**config.mk**
```make
export PLATFORM = sky130hd
export DESIGN_NAME = oh_encode_pipe
export DESIGN_NICKNAME = d
export VERILOG_FILES = /design/src/rtl/oh_pkg.sv /design/src/rtl/oh_encode_lane.sv /design/src/rtl/oh_encode_pipe.sv
export SDC_FILE = /design/constraint.sdc
export NUM_CORES = 1
export LEC_CHECK = 0
export ABC_AREA = 1
export CORE_UTILIZATION = 30
export DETAILED_ROUTE_END_ITERATION = 8
export PLACE_DENSITY = 0.63
export SLEW_MARGIN = 10
export SYNTH_ARGS = -nofsm -noshare
export SYNTH_HDL_FRONTEND = slang
export SYNTH_SLANG_ARGS = --single-unit
```
**constraint.sdc**
```tcl
create_clock -name clk_i -period 1.56 [get_ports clk_i]
set_clock_uncertainty 0.15 [all_clocks]
set_input_delay 0.156 -clock clk_i [delete_from_list [all_inputs] [get_ports clk_i]]
set_output_delay 0.156 -clock clk_i [all_outputs]
set_load 0.02 [all_outputs]
```
**src/rtl/oh_pkg.sv**
```systemverilog
// Shared types and width helper for the one-hot encoder pipeline.
package oh_pkg;

    typedef enum logic {
        OH_STRICT   = 1'b0,
        OH_PRIORITY = 1'b1
    } oh_mode_e;

    function automatic int oh_idx_width(input int w);
        return (w > 1) ? $clog2(w) : 1;
    endfunction

endpackage

```
**src/rtl/oh_encode_lane.sv**
```systemverilog
// Combinational one-hot to binary encoder for a single lane, with zero/multi-hot flags.
module oh_encode_lane
    import oh_pkg::*;
#(
    parameter int InputWidth   = 8,
    parameter int PriorityMode = 0,
    localparam int OutputWidth = oh_idx_width(InputWidth)
) (
    input  logic [InputWidth-1:0]  oh,
    output logic [OutputWidth-1:0] idx,
    output logic                   zero,
    output logic                   multi
);

    localparam logic [InputWidth-1:0] One = InputWidth'(1);
    localparam bit IsPrio = (PriorityMode == int'(OH_PRIORITY));

    logic [OutputWidth-1:0] idx_v;
    logic                   found;

    // Strict mode ORs every set index; priority mode keeps the first (lowest) one.
    always_comb begin
        idx_v = '0;
        found = 1'b0;
        for (int i = 0; i < InputWidth; i++) begin
            if (oh[i]) begin
                if (IsPrio) begin
                    if (!found) idx_v = OutputWidth'(i);
                end else begin
                    idx_v = idx_v | OutputWidth'(i);
                end
                found = 1'b1;
            end
        end
    end

    assign idx   = idx_v;
    assign zero  = ~|oh;
    assign multi = |(oh & (oh - One));

endmodule

```
**src/rtl/oh_encode_pipe.sv**
```systemverilog
// Registered multi-lane one-hot encoder stage with valid/ready handshake and
// a saturating count of beats that carried illegal lanes.
module oh_encode_pipe
    import oh_pkg::*;
#(
    parameter int InputWidth   = 8,
    parameter int NumCh        = 1,
    parameter int PriorityMode = 0,
    parameter int ErrCntWidth  = 8,
    localparam int OutputWidth = oh_idx_width(InputWidth)
) (
    input  logic                         clk_i,
    input  logic                         rst_ni,
    input  logic                         valid_i,
    output logic                         ready_o,
    input  logic [NumCh*InputWidth-1:0]  oh_i,
    output logic                         valid_o,
    input  logic                         ready_i,
    output logic [NumCh*OutputWidth-1:0] idx_o,
    output logic [NumCh-1:0]             zero_o,
    output logic [NumCh-1:0]             multi_o,
    output logic [ErrCntWidth-1:0]       err_cnt_o,
    input  logic                         err_clr_i
);

    localparam bit IsPrio = (PriorityMode == int'(OH_PRIORITY));

    logic [NumCh-1:0][OutputWidth-1:0] enc_idx;
    logic [NumCh-1:0]                  enc_zero;
    logic [NumCh-1:0]                  enc_multi;
    logic [NumCh-1:0][OutputWidth-1:0] idx_q;
    logic                              valid_q;
    logic [ErrCntWidth-1:0]            cnt_q;
    logic                              accept;
    logic                              beat_err;

    for (genvar c = 0; c < NumCh; c++) begin : g_lane
        oh_encode_lane #(
            .InputWidth  (InputWidth),
            .PriorityMode(PriorityMode)
        ) u_lane (
            .oh   (oh_i[c*InputWidth +: InputWidth]),
            .idx  (enc_idx[c]),
            .zero (enc_zero[c]),
            .multi(enc_multi[c])
        );
    end

    assign ready_o  = !valid_q || ready_i;
    assign accept   = valid_i && ready_o;
    // Multi-hot is legal input in priority mode; only zero lanes count there.
    assign beat_err = (|enc_zero) || (!IsPrio && (|enc_multi));

    always_ff @(posedge clk_i or negedge rst_ni) begin
        if (!rst_ni) begin
            valid_q <= 1'b0;
            idx_q   <= '0;
            zero_o  <= '0;
            multi_o <= '0;
            cnt_q   <= '0;
        end else begin
            if (accept) begin
                valid_q <= 1'b1;
                idx_q   <= enc_idx;
                zero_o  <= enc_zero;
                multi_o <= enc_multi;
            end else if (ready_i) begin
                valid_q <= 1'b0;
            end

            if (err_clr_i) begin
                cnt_q <= '0;
            end else if (accept && beat_err && (cnt_q != '1)) begin
                cnt_q <= cnt_q + 1'b1;
            end
        end
    end

    assign valid_o   = valid_q;
    assign idx_o     = idx_q;
    assign err_cnt_o = cnt_q;

endmodule

```
# After elaboration in Yosys (flattened, before gate mapping)
# Index checks and enable logic that the tools add are counted.
dict set report word_totals {
  word_cells 31
  input_bits 13
  output_inout_bits 15
  register_bits 14
}
dict set report op_classes {
  reduce_logical 11
  n_eq_ne 1
  mux 11
  n_bitwise 1
  addsub 2
}
# cell n
set op_table {}
lappend op_table {{$mux W8} 2}
lappend op_table {{$reduce_or A8 Y1} 2}
lappend op_table {{$mux W3} 4}
lappend op_table {{$add A8 B1 Y8 const B} 1}
lappend op_table {{$and A8 B8 Y8} 1}
lappend op_table {{$ne A8 B8 Y1 const B} 1}
lappend op_table {{$sub A8 B1 Y8 const B} 1}
lappend op_table {{$mux W2} 2}
lappend op_table {{$reduce_bool A2 Y1} 2}
lappend op_table {{$logic_and A1 B1 Y1} 3}
lappend op_table {{$mux W1} 3}
lappend op_table {{$logic_not A1 Y1} 2}
lappend op_table {{$logic_or A1 B1 Y1} 2}

# Logic depth before layout (Yosys ltp)
# Gate-level depths: netlist of run 1.
dict set report logic_depth {
  ltp_word 8
  depth_mapped 9
  mapped_depth_nobuf 9
}

# By module
# From an unflattened synthesis of run 1, not the netlist that was laid out.
dict set report hier_totals {
  hier_cells 147
  area_unflattened_um2 978.4
}
# mod instances cells_per_inst area_each_um2 seq_area_each_um2
set by_module_without_submodules {}
lappend by_module_without_submodules {oh_encode_pipe 1 114 828.3 350.3}
lappend by_module_without_submodules {oh_encode_lane 1 33 150.1 0.0}

# Least setup slack after synthesis of run 1
# OpenSTA, ideal clock, no wires.
dict set report synth_timing {
  path_type {register -> register}
  from {reg cnt_q[0], in the netlist err_cnt_o[0]}
  to {reg cnt_q[6], in the netlist err_cnt_o[6]}
  t_required_ns 1.291
  n_path_buf 0
  setup_slack_ns 0.035
  arrival_time_ns 1.256
  path_stages_with_launch 8
  path_cell_list {dfrtp_1 > ha_1 > nand2_1 > inv_1 > nand4_1 > xnor2_1 > nand4_1 > nand2_1}
}
dict set report synth_via {
  elab_chain_cells 3
  elab_cells_between_ends 6
}
# item line
set synth_lines {}
lappend synth_lines {{start, declared} oh_encode_pipe.sv:33} ;# logic [ErrCntWidth-1:0] cnt_q;
lappend synth_lines {{start signal, assigned} oh_encode_pipe.sv:74} ;# cnt_q <= cnt_q + 1'b1;
lappend synth_lines {{$add A8 B1 Y8 / $ne A8 B8 Y1 (equally long branches)} {oh_encode_pipe.sv:74, oh_encode_pipe.sv:73}}
lappend synth_lines {{$mux W8 / $logic_and A1 B1 Y1 (equally long branches)} oh_encode_pipe.sv:73} ;# end else if (accept && beat_err && (cnt_q != '1)) begin
lappend synth_lines {{$mux W8 / $reduce_bool A2 Y1 (equally long branches)} -}
# Several ways; a longest one is shown, not always the timed one. The select of a mux whose other input is x is not followed.
# A chain may end at the register's enable or synchronous reset.

# Worst setup path after layout of run 1
dict set report layout_timing {
  from {reg cnt_q[1], in the netlist err_cnt_o[1]}
  to {out err_cnt_o[1]}
}
# item line
set layout_rtl {}
lappend layout_rtl {{end, declared} oh_encode_pipe.sv:22} ;# output logic [ErrCntWidth-1:0] err_cnt_o,
# No word-level cell between the ends.

==> results of run 1 <==
report_power, final:
part,switching (mW),internal (mW)
logic,0.111,0.0957
registers,0.0120,0.377
clock network,0.110,0.0893
routing by layer:
layer / vias up / part of all wire (%) / wire [um] / track usage (%)
met5: - / 0 / 0 / 0
met4: 0 / 1.4 / 30 / 6.97
met3: 2 / 2.6 / 56 / 2.04
met2: 15 / 50 / 1090 / 24.0
met1: 415 / 46 / 1010 / 19.5
li1: 487 / - / - / -
flip-flops by register name (all words and copies together), names as in the netlist:
signal / flops
idx_o: 3
zero_o: 1
multi_o: 1
err_cnt_o: 8
valid_o: 1
cell families after synthesis:
group,count (synthesis),share of synthesized area [%]
fa+ha+maj,1,1.37
compound gates,2,1.37
flops,14,38.4
buf+inv,21,8.77
simple gates,84,45.3
xor+xnor,5,4.80
worst max path at each step:
stage | slack, ns | cells after the start | endpoint | from
6_report | 0.07 | 2 | err_cnt_o[1] | err_cnt_o[1]$_DFFE_PN0P_
5_1_grt | -0.02 | 7 | err_cnt_o[6]$_DFFE_PN0P_ | err_cnt_o[1]$_DFFE_PN0P_
4_1_cts | 0.0009 | 1 | multi_o | multi_o$_DFFE_PN0P_
3_5_place_dp | -0.18 | 9 | err_cnt_o[6]$_DFFE_PN0P_ | oh_i[7]
3_3_place_gp | -0.12 | 10 | err_cnt_o[0]$_DFFE_PN0P_ | oh_i[7]
2_1_floorplan | 0.04 | 7 | err_cnt_o[6]$_DFFE_PN0P_ | err_cnt_o[0]$_DFFE_PN0P_
stage by stage:
step                      instance area (sq um)  util, %  TNS (ns)  total power, mW  hold WS, ns
after floorplan                             913        -         0            0.486       -0.290
after global placement                     1300     46.0    -0.997            0.599        0.316
after detailed placement                   1300     46.0     -1.53            0.605        0.324
after CTS                                  1310     46.2         0            0.798       0.0313
after global routing                       1360     48.0   -0.0259            0.851       0.0382
final                                      1360     48.0         0            0.796       0.0252
cell usage after synthesis:
cell      number  area share, %
nand2_1       37             15
inv_1         17            7.0
dfrtp_1       14             38
nor2_1        14            5.8
nand3_1       12            6.6
nand4_1        9            6.2
nand2_2        4            2.7
nor2_2         3            2.1
xor2_1         3            2.9
a31oi_1        2            1.4
clkinv_1       2           0.82
nand3_4        2            3.8
nor2_4         2            2.5
xnor2_1        2            1.9
buf_2          1           0.55
ha_1           1            1.4
inv_2          1           0.41
nor3_1         1           0.55
worst max-delay path: cells and delay by family, from the launching register on:
kind	cells	cell delay [ns]
flip-flops	1	0.44
buffers and inverters	2	0.47
layout make-up:
class	count	area [sq um]
multi-input combinational	92	503
timing repair buffer	40	367
fill	284	1470
sequential	14	353
inverter	20	75.1
clock buffer	3	22.5
tap	31	38.8
timing repair:
action / 4_1_cts / 5_1_grt
resized for setup: 12 / 13
setup buffers: 0 / 2
pin swaps: 0 / 4
setup endpoints to repair: 12 / 11
==> impl_metrics.py, run 1 <==
metrics = {
    "detailed_routing": {
        "drtIter0Drc": 23,
        "dr.pass1.iters": 7,
        "antenna_left": 0,
        "remaining_drc_errors": 2,
        "wl_per_cell_um": 10.9,
        "routed_wl_um": 2180,
        "dr_total_vias": 919,
        "via_per_inst": 4.60,
    },
    "floorplanning": {
        "core-area_sq_mm": 0.00283,
        "fp.dieW_um": 57.2,
        "die_area_sq_mm": 0.00327,
        "start_util_pct": 32.3,
        "die_h_um": 57.2,
        "rows": 19,
        "io_pins": 28,
    },
    "power": {
        "leakage_nw": 0.756,
        "ir_worst_vdd_mv": 0.296,
        "power_density_mw_per_mm2": 586,
    },
    "timing": {
        "fin_crit_sh_pct": 95.6,
        "setup_viol": 0,
        "worst_pin_slew_ns": 0.458,
        "fmax_ghz": 0.671,
        "slew_viol_final": 0,
        "fin_ws_ns": 0.0693,
        "fin_crit_ns": 1.49,
        "rsz0062_at_grt": "yes",
        "slew_headroom_pct": 69.5,
        "finalHoldViolCount": 0,
    },
    "setup_path": {
        "reg2reg_to": "err_cnt_o[6]$_DFFE_PN0P_",
        "worstPathCellList": "buf_4 > dlygate4sd2_1",
        "r2r_start": "err_cnt_o[1]$_DFFE_PN0P_",
        "r2r_setup_slack_ns": 0.08,
        "r2r_cells": 7,
        "slowest_stage": "dfrtp_1",
        "crit_type": "register to output pin",
        "critical_path.endpoint_type": "output pin",
        "worstPathArrival_ns": 1.18,
        "worstPathRequired_ns": 1.25,
        "cp_max_fo": 4,
        "critPathLaunchType": "register",
        "max_stage_delay_ns": 0.44,
    },
    "final_layout": {
        "layout_commonest_cell": "nand2_1",
        "antennaDiodeCount": 0,
        "areaGrowthSynthToFinish_pct": 48.8,
        "most-common-layout-cells": "nand2_1 (37), inv_1 (16), nor2_1 (13)",
        "drive_gt1_share_pct": 20.1,
        "nets": 185,
        "final_cell_count_no_fill": 200,
    },
    "logic_synthesis": {
        "post_synth.cell_area_avg_sq_um": 7.19,
        "seq_area_frac_synth_pct": 38.4,
        "synth_fp_nets": 141,
        "netlist_instances": 127,
        "synthesis.area_sq_um": 913,
        "synth_cell_types": 18,
        "synth_seq_cells": 14,
        "synth_warnings": 0,
    },
    "global_routing": {
        "antenna_found_initial": 0,
        "overflow": 0,
        "grt.total_usage_pct": 14.8,
        "grt_pass1_vias": 865,
        "grt_max_degree": 17,
        "grt_pass1_wl_um": 3730,
    },
    "placement": {
        "dp_hpwl_um": 1700,
        "dp_slack_ns": -0.180,
        "port_buffers": 27,
        "place_congestion": 0.834,
        "dp.cells": 195,
    },
    "outcome": {
        "violations": "design-rule violations",
        "outcome": "finished, violations left",
    },
    "cts": {
        "numClockSinks": 14,
        "tritoncts": "built",
        "cts_buffer_depth": 2,
        "path_clk_slew_ns": 0.09,
        "root_buffer": "clkbuf_4",
        "cts_made_buffers": 3,
        "cts.htree.levels": 1,
        "clk_latency_ns": 0.28,
        "ctsHoldBuffers": 0,
    },
    "run": {
        "drv_cap": 0,
    },
    "worst_hold_path": {
        "hold_path_class": "input port to async pin",
    },
}
Note: power is estimated with default switching activity, not from simulation.
==> run 2, diff against run 1 <==
--- a/config.mk
+++ b/config.mk
@@ -8,7 +8,10 @@
 export ABC_AREA = 1
 export CORE_UTILIZATION = 30
 export DETAILED_ROUTE_END_ITERATION = 8
+export GPL_TIMING_DRIVEN = 0
+export HOLD_SLACK_MARGIN = 0.05
 export PLACE_DENSITY = 0.63
+export SETUP_SLACK_MARGIN = 0.15
 export SLEW_MARGIN = 10
 export SYNTH_ARGS = -nofsm -noshare
 export SYNTH_HDL_FRONTEND = slang
==> run 2 against run 1 <==
Net effect: the run still ends with design-rule violations left; final area is 1.6% higher; count of clock-buffer cells in the layout grew 1; hold slack improved by 0.078 ns; flip-flop and latch count is the same; die area unchanged; critical path type is now register to register; clock power is 39% higher; first-iteration DRC count increased by 39%; via count rose by 0.98%; critical path depth is 5 higher; maximum frequency grew 5.8%.
==> impl_metrics.py, run 2 (synthesized netlist as in run 1, its figures left out) <==
metrics = {
    "floorplanning": {
        "die_area_sq_mm": 0.00327,
        "die_h_um": 57.2,
        "rows": 19,
        "core-area_sq_mm": 0.00283,
        "start_util_pct": 32.3,
        "io_pins": 28,
        "fp.dieW_um": 57.2,
    },
    "outcome": {
        "violations": "design-rule violations",
        "outcome": "finished, violations left",
    },
    "detailed_routing": {
        "drtIter0Drc": 32,
        "dr_total_vias": 928,
        "routed_wl_um": 2370,
        "remaining_drc_errors": 2,
        "dr.pass1.iters": 6,
        "wl_per_cell_um": 12.0,
        "via_per_inst": 4.69,
        "antenna_left": 0,
    },
    "cts": {
        "path_clk_slew_ns": 0.10,
        "cts_buffer_depth": 2,
        "root_buffer": "clkbuf_4",
        "cts.htree.levels": 1,
        "clk_latency_ns": 0.29,
        "ctsHoldBuffers": 0,
        "cts_made_buffers": 3,
        "numClockSinks": 14,
        "tritoncts": "built",
    },
    "timing": {
        "slew_headroom_pct": 57.1,
        "rsz0062_at_grt": "yes",
        "fin_crit_ns": 1.41,
        "setup_viol": 0,
        "slew_viol_final": 0,
        "fin_crit_sh_pct": 90.3,
        "worst_pin_slew_ns": 0.641,
        "setup_tns_ns": 0,
        "finalHoldViolCount": 0,
        "fmax_ghz": 0.710,
    },
    "final_layout": {
        "layout_commonest_cell": "nand2_1",
        "antennaDiodeCount": 0,
        "stdcell_area_sq_mm": 0.00138,
        "fillers": 284,
        "drive_gt1_share_pct": 29.3,
        "areaGrowthSynthToFinish_pct": 51.1,
        "largest_reg_flops": 8,
        "most-common-layout-cells": "nand2_1 (31), inv_1 (16), nor2_1 (12)",
        "nets": 182,
    },
    "power": {
        "combPwrFrac_pct": 21.9,
        "ir_worst_vdd_mv": 0.308,
        "p_seq_share_pct": 45.7,
        "swShare_pct": 30.3,
        "p_clk_share_pct": 32.3,
        "power_mw": 0.856,
        "internal-power_mw": 0.597,
        "power_density_mw_per_mm2": 621,
        "leakage_nw": 0.719,
        "power.net_switching_mw": 0.259,
    },
    "global_routing": {
        "grt_pass1_wl_um": 3930,
        "overflow": 0,
        "antenna_found_initial": 0,
        "grt.total_usage_pct": 16.0,
        "grt_max_degree": 15,
        "grt_pass1_vias": 881,
    },
    "placement": {
        "placedInstanceArea_sq_mm": 0.00124,
        "place_congestion": 0.811,
        "port_buffers": 27,
        "dp_hpwl_um": 1590,
    },
    "setup_path": {
        "worstPathCellList": "ha_4 > nand2_2 > inv_2 > nand3_4 > nand3_4 > nand3_1 > nand2_1",
        "critical_path.endpoint_type": "register",
        "critPathLaunchType": "register",
        "cp_top_family": "flip-flops",
        "critPathBufInv": 1,
        "crit_top_cell": "nand3_4",
        "crit_type": "register to register",
        "worstPathRequired_ns": 1.59,
        "slowest_stage": "dfrtp_2",
        "worstPathArrival_ns": 1.44,
        "cp_max_fo": 8,
        "max_stage_delay_ns": 0.46,
    },
    "worst_hold_path": {
        "hold_path_class": "input port to async pin",
    },
    "run": {
        "drv_cap": 0,
    },
}
[run 2: per-layer routing]
| layer | up-vias | routed length, um | track usage [%] |
|---|---|---|---|
| li1 | 486 | - | - |
| met2 | 10 | 1250 | 27.1 |
| met1 | 430 | 1060 | 19.3 |
| met5 | - | 0 | 0 |
| met3 | 2 | 45 | 3.40 |
| met4 | 0 | 21 | 8.01 |
[run 2: what timing repair did]
action                     in CTS  in global routing
pin swaps                       2                 11
buffers inserted                2                  6
gates cloned                    1                  0
setup endpoints to repair      23                 15
gates resized for setup        19                 24
[run 2: power groups by stage]
stage                     registers, mW  clock network, mW  logic, mW
after floorplan                   0.416                  0     0.0748
after CTS                         0.392              0.294      0.177
final                             0.392              0.277      0.188
after detailed placement          0.399                  0      0.189
after global routing              0.394              0.308      0.211
after global placement            0.398                  0      0.186
[run 2: final timing paths]
kind,start,endpoint,slack (ns),cells past startpoint
min reg2reg,multi_o$_DFFE_PN0P_,multi_o$_DFFE_PN0P_,0.35,2
max in group asynchronous,rst_ni,err_cnt_o[3]$_DFFE_PN0P_,0.70,1
max,err_cnt_o[0]$_DFFE_PN0P_,err_cnt_o[4]$_DFFE_PN0P_,0.15,7
min in group clk_i,oh_i[2],idx_o[1]$_DFFE_PN0P_,0.13,3
max reg2reg,err_cnt_o[0]$_DFFE_PN0P_,err_cnt_o[4]$_DFFE_PN0P_,0.15,7
min,rst_ni,err_cnt_o[6]$_DFFE_PN0P_,0.10,1
[run 2: final cells by class]
cell class	count	area (sq um)	area share [%]
Clock buffer	4	36.3	2.63
Sequential cell	14	358	25.9
Buffer	1	5.00	0.363
Inverter	20	77.6	5.62
Timing Repair Buffer	35	314	22.8
Tap cell	31	38.8	2.81
Multi-Input combinational cell	93	551	39.9
[run 2: through the flow]
stage	setup slack (ns)	cells	hold WS (ns)	util (%)
after CTS	0.125	192	0.130	45.6
after global routing	0.0841	198	0.145	48.8
after detailed placement	-0.166	185	0.327	43.9
after floorplan	0.153	127	-0.290	-
after global placement	-0.147	185	0.316	43.9
final	0.151	198	0.103	48.8
